**config.mk**
```make
export PLATFORM = sky130hd
export DESIGN_NAME = poly_basemul
export DESIGN_NICKNAME = d
export VERILOG_FILES = /design/src/rtl/ml_kem_pkg.sv /design/src/rtl/fqmul.sv /design/src/rtl/poly_basemul.sv
export SDC_FILE = /design/constraint.sdc
export NUM_CORES = 2
export LEC_CHECK = 0
export ABC_AREA = 1
export ABC_CLOCK_PERIOD_IN_PS = 14380
export BUFFER_PORTS_ARGS = -buffer_cell sky130_fd_sc_hd__buf_2
export CORE_MARGIN = 2
export CORE_UTILIZATION = 68
export DETAILED_ROUTE_END_ITERATION = 7
export PLACE_DENSITY = 0.85
export SLEW_MARGIN = 20
export SYNTH_ARGS = -nofsm -noshare
export SYNTH_HDL_FRONTEND = slang
export SYNTH_HIERARCHICAL = 1
export SYNTH_SLANG_ARGS = --single-unit
```
**constraint.sdc**
```tcl
create_clock -name i_clk -period 14.38 [get_ports i_clk]
set_input_delay 2.157 -clock i_clk [delete_from_list [all_inputs] [get_ports i_clk]]
set_output_delay 2.157 -clock i_clk [all_outputs]
set_load 0.05 [all_outputs]
```
**src/rtl/ml_kem_pkg.sv**
```systemverilog
// ml_kem_pkg: ML-KEM constants, zeta table and coefficient helpers shared by poly_basemul
package ml_kem_pkg;
    typedef logic signed [15:0] coeff_t;
    localparam int KYBER_Q = 3329;
    localparam int KYBER_N = 256;
    localparam int QINV = -3327;
    localparam int MONT = 2285;
    localparam int BARRETT_V = 20159;
    localparam int ZETAS [128] = '{
        -1044,  -758,  -359, -1517,  1493,  1422,   287,   202,
         -171,   622,  1577,   182,   962, -1202, -1474,  1468,
          573, -1325,   264,   383,  -829,  1458, -1602,  -130,
         -681,  1017,   732,   608, -1542,   411,  -205, -1571,
         1223,   652,  -552,  1015, -1293,  1491,  -282, -1544,
          516,    -8,  -320,  -666, -1618, -1162,   126,  1469,
         -853,   -90,  -271,   830,   107, -1421,  -247,  -951,
         -398,   961, -1508,  -725,   448, -1065,   677, -1275,
        -1103,   430,   555,   843, -1251,   871,  1550,   105,
          422,   587,   177,  -235,  -291,  -460,  1574,  1653,
         -246,   778,  1159,  -147,  -777,  1483,  -602,  1119,
        -1590,   644,  -872,   349,   418,   329,  -156,   -75,
          817,  1097,   603,   610,  1322, -1285, -1465,   384,
        -1215,  -136,  1218, -1335,  -874,   220, -1187, -1659,
        -1185, -1530, -1278,   794, -1510,  -854,  -870,   478,
         -108,  -308,   996,   991,   958, -1460,  1522,  1628
    };

    function automatic coeff_t barrett_reduce(input coeff_t x);
        int t;
        t = ((BARRETT_V * int'(x) + (1 <<< 25)) >>> 26) * KYBER_Q;
        return coeff_t'(int'(x) - t);
    endfunction
endpackage

```
**src/rtl/fqmul.sv**
```systemverilog
// fqmul: one registered stage computing the Montgomery product x*y*2^-16 mod Q, valid in/out
module fqmul
    import ml_kem_pkg::*;
(
    input  logic   clk,
    input  logic   rst,
    input  logic   go,
    input  coeff_t x,
    input  coeff_t y,
    output logic   valid,
    output coeff_t z
);
    logic signed [31:0] prod, diff;
    coeff_t t;

    // t is chosen so that t*Q cancels the low 16 bits of the product, making the shift exact
    always_comb begin
        prod = 32'(x) * 32'(y);
        t = coeff_t'(prod * QINV);
        diff = prod - 32'(t) * KYBER_Q;
    end

    // Capture the reduced product on launch; valid tracks launch one cycle later
    always_ff @(posedge clk) begin
        if (rst) valid <= 1'b0;
        else valid <= go;
        if (go) z <= diff[31:16];
    end
endmodule

```
**src/rtl/poly_basemul.sv**
```systemverilog
// poly_basemul: streaming NTT-domain pointwise multiply (poly_basemul_montgomery), r0 then r1 per pair
// Define BASEMUL_REDUCE_EN to add a Barrett-reducing output stage (one extra cycle of latency).
module poly_basemul
    import ml_kem_pkg::*;
(
    input  logic   i_clk,
    input  logic   i_rst,
    input  logic   i_valid,
    input  coeff_t i_a,
    input  coeff_t i_b,
    output logic   o_valid,
    output coeff_t o_data,
    output logic   o_last
);
    localparam int IW = $clog2(KYBER_N);
    localparam int PW = IW - 1;

    logic [IW-1:0] idx;
    logic [PW-1:0] s1_pair;
    logic [3:0] s1_v;
    logic launch, s1_valid, s2_valid, s2_last, hold_valid, hold_last, s3_valid, s3_last;
    coeff_t a0, b0, f00, f11, f01, f10, zeta_raw, zeta, fz, s2_a0b0, s2_r1, r1_hold, s3_data;

    assign launch = i_valid & idx[0];
    assign s1_valid = &s1_v;
    assign zeta_raw = coeff_t'(ZETAS[{1'b1, s1_pair[PW-1:1]}]);
    assign zeta = s1_pair[0] ? -zeta_raw : zeta_raw;

    // Index counter and even-beat capture; odd beats launch the pair straight into S1
    always_ff @(posedge i_clk) begin
        if (i_rst) idx <= '0;
        else if (i_valid) idx <= idx + IW'(1);
        if (i_valid && !idx[0]) begin
            a0 <= i_a;
            b0 <= i_b;
        end
        if (launch) s1_pair <= idx[IW-1:1];
    end

    fqmul u_f00 (.clk(i_clk), .rst(i_rst), .go(launch), .x(a0),  .y(b0),  .valid(s1_v[0]), .z(f00));
    fqmul u_f11 (.clk(i_clk), .rst(i_rst), .go(launch), .x(i_a), .y(i_b), .valid(s1_v[1]), .z(f11));
    fqmul u_f01 (.clk(i_clk), .rst(i_rst), .go(launch), .x(a0),  .y(i_b), .valid(s1_v[2]), .z(f01));
    fqmul u_f10 (.clk(i_clk), .rst(i_rst), .go(launch), .x(i_a), .y(b0),  .valid(s1_v[3]), .z(f10));
    fqmul u_fz  (.clk(i_clk), .rst(i_rst), .go(s1_valid), .x(f11), .y(zeta), .valid(s2_valid), .z(fz));

    // S2: carry a0*b0 alongside the zeta product, form r1 and flag the final pair
    always_ff @(posedge i_clk) begin
        if (s1_valid) begin
            s2_a0b0 <= f00;
            s2_r1 <= f01 + f10;
            s2_last <= &s1_pair;
        end
    end

    // S3: emit r0 from S2, park r1 in the hold register and emit it the following cycle
    always_ff @(posedge i_clk) begin
        if (i_rst) begin
            hold_valid <= 1'b0;
            s3_valid <= 1'b0;
            s3_last <= 1'b0;
            s3_data <= '0;
        end else begin
            hold_valid <= s2_valid;
            s3_valid <= s2_valid | hold_valid;
            s3_last <= hold_valid & hold_last;
            s3_data <= s2_valid ? fz + s2_a0b0 : hold_valid ? r1_hold : '0;
        end
        if (s2_valid) begin
            r1_hold <= s2_r1;
            hold_last <= s2_last;
        end
    end

`ifdef BASEMUL_REDUCE_EN
    // Output stage: Barrett-reduce every coefficient into the centred range
    always_ff @(posedge i_clk) begin
        if (i_rst) begin
            o_valid <= 1'b0;
            o_last <= 1'b0;
            o_data <= '0;
        end else begin
            o_valid <= s3_valid;
            o_last <= s3_last;
            o_data <= barrett_reduce(s3_data);
        end
    end
`else
    assign o_valid = s3_valid;
    assign o_last = s3_last;
    assign o_data = s3_data;
`endif
endmodule
```
==> metrics.md <==
| Metric | Value |
|---|---|
| Post-route minimum period | `13.44 ns` |
| Worst path most repeated cell | `nand2_1` |
| Die area | `0.130 sq mm` |
| Main flop type after synthesis | `edfxtp_1` |
| CTS tree | `built` |
| CTS buffer count | `24` |
| Post-route cell area | `0.0893 sq mm` |
| Critical path type | `reg -> reg` |
| CTS Buffer Depth | `3` |
| Top post-synthesis cells by area | `fa_1 (37%), ha_1 (17%), inv_1 (13%)` |
| Final setup fails | `0` |
| IO buf count | `52` |
| Worst-skew pair later-pin latency | `0.61 ns` |
| CP startpoint kind | `flip-flop` |
| Sink Count | `201` |
| Rel. slew slack | `0.316` |
| Post-synth top area share | `0.368` |
| First-pass GRT wire length | `373 mm` |
| Total core area | `0.126 sq mm` |
| CP max stage delay | `0.59 ns` |
| RSZ-0062 raised after global routing | `no` |
| Placed Cells incl. Taps | `12,403` |
| Area Overhead vs Synth | `3.29%` |
| GRT overflow | `0` |
| Worst Tran Pin Value | `1.02 ns` |
| Fraction of layout cells with a size suffix above 1 | `0.0397` |
| Vias in the first global route | `74,277` |
| Total GRT Usage | `0.357` |
| DRT Pass-1 Iters | `7` |
| Root Buffer | `clkbuf_16` |
| Die Y | `360 um` |
| H-tree Lvls | `1` |
| Rows | `130` |
| Post-CTS sizing | `0` |
| Cell taking the most area after synthesis | `fa_1` |
| Nets@finish | `13,575` |
| Post-synth EDFFs | `169` |
| Initial drt markers | `6,125` |
| CTS clk-pin slew, worst paths | `0.06 ns` |
| WL final | `229 mm` |
| Worst Path Required | `14.71 ns` |
| Setup crit end kind | `flip-flop` |
| YS warnings | `6` |
| I/O pins | `53` |
| Hold crit path type | `reg -> reg` |
| Async SR Flop Fraction | `0` |
| Worst-path fanout max | `16` |
| Post-synthesis sequential area ratio | `0.0661` |
| Final Hold Viols | `0` |
| Synth cell types | `61` |
| Status | `finished clean` |
| Fin Setup TNS | `0 ns` |
| Vias | `69,662` |
| Max cap viols | `0` |
| WL/cell | `18.4 um` |
| Layout Utilization | `0.709` |
| Crit path DAT | `13.76 ns` |
| Period utilization | `0.934` |
| Avg Inst Size Synth | `7.95 sq um` |
| Syn nets | `13,667` |
| Fin. max-slew vios | `0` |
| Setup Skew | `0.0353 ns` |
| Number of synthesized register bits | `201` |
| HPWL after DPL | `194 mm` |
| RD Place Congestion | `0.993` |
| Peak Freq | `0.0744 GHz` |
| Count leader, synth | `inv_1` |
| Mapped Cells | `10,871` |
| Die X | `360 um` |
| Top post-synthesis cells by count | `inv_1 (3,090), nand2_1 (2,379), fa_1 (1,587)` |
| Area of placed instances | `0.0885 sq mm` |
| Initial antenna violation count | `5` |
| Non-Filler Instances | `12,447` |
| Worst Hold Depth | `0` |
| Postcts setup bufs | `0` |
| Mapped cell area | `0.0864 sq mm` |
| DRC | `0` |
| Initial Utilization | `0.686` |
| Final ANT Viol Nets | `0` |
| Slowest-stage cell, CP | `fa_1` |
| Largest net degree at the start of global routing | `54` |
| Worst reg-to-reg path cell count | `58` |
| Hold Buf Count CTS | `0` |
| Drt via density | `5.60` |
per-stage QoR:
| step | setup WS [ns] | hold slack, ns |
|---|---|---|
| floorplan | 1.33 | 0.400 |
| global placement | 0.637 | 0.401 |
| detailed placement | 0.438 | 0.405 |
| CTS | 1.06 | 0.413 |
| global route | 0.170 | 0.421 |
| finish | 0.943 | 0.405 |
path summary, 6_finish.rpt:
kind,startpoint,slack [ns],endpoint
worst max-delay path,s1_pair[2]$_DFFE_PP_,0.94,u_fz/z[12]$_DFFE_PP_
worst min register to register,s2_r1[6]$_DFFE_PP_,0.41,r1_hold[6]$_DFFE_PP_
worst min-delay path,s2_r1[6]$_DFFE_PP_,0.41,r1_hold[6]$_DFFE_PP_
worst max register to register,s1_pair[2]$_DFFE_PP_,0.94,u_fz/z[12]$_DFFE_PP_
sequential cells by signal, summed over array words and instances, names as in the netlist, 7 cells and up:
name,count
a0,16
b0,16
o_data,16
r1_hold,16
s2_a0b0,16
s2_r1,16
u_f00/z,16
u_f01/z,16
u_f10/z,16
u_f11/z,16
u_fz/z,16
idx,8
s1_pair,7
cell usage in the layout (no fill, tap or decap), types with 77 or more instances in the layout:
| cell | netlist | final |
|---|---|---|
| inv_1 | 3090 | 3089 |
| nand2_1 | 2379 | 2379 |
| fa_1 | 1587 | 1587 |
| ha_1 | 1174 | 1174 |
| a21oi_1 | 369 | 369 |
| nor2_1 | 369 | 367 |
| nand3_1 | 364 | 364 |
| o21ai_0 | 203 | 202 |
| edfxtp_1 | 169 | 169 |
| xor2_1 | 164 | 164 |
| xnor2_1 | 130 | 130 |
| buf_4 | 1 | 108 |
| nor3_1 | 77 | 77 |
cell families after synthesis:
| logic type | share of synthesized area |
|---|---|
| compound gates | 0.0498 |
| xor+xnor | 0.0315 |
| fa+ha+maj | 0.538 |
| buf+inv | 0.149 |
| flops | 0.0661 |
| simple gates | 0.166 |
layout make-up:
| cell class | count | area, sq um |
|---|---|---|
| antenna | 1 | 2.50 |
| clock buffer | 26 | 608 |
| clock inverter | 17 | 190 |
| fill | 9872 | 36600 |
| inverter | 3124 | 11700 |
| multi-input combinational | 7267 | 67900 |
| sequential | 201 | 5720 |
| tap | 1650 | 2060 |
| timing repair buffer | 161 | 1090 |
per-layer routing:
layer / track usage / wire length [um] / vias to the layer above
met5: 0 / 45 / -
met4: 0.123 / 8300 / 6
met3: 0.0697 / 20800 / 614
met2: 0.598 / 108000 / 3308
met1: 0.466 / 91500 / 33809
li1: - / - / 31925
worst max-delay path, delay by kind of cell, from the launching register on:
kind	cells	cell delay [ns]
buffers and inverters	9	1.15
adder cells (fa/ha/maj)	20	7.62
AO/OA/AOI/OAI	5	1.19
AND/OR/NAND/NOR	23	2.36
XOR/XNOR	1	0.32
flip-flops	1	0.51
Power is left out: the tool's default activity adds up to more than one toggle a clock period on the data nets, which glitch-free logic cannot reach.
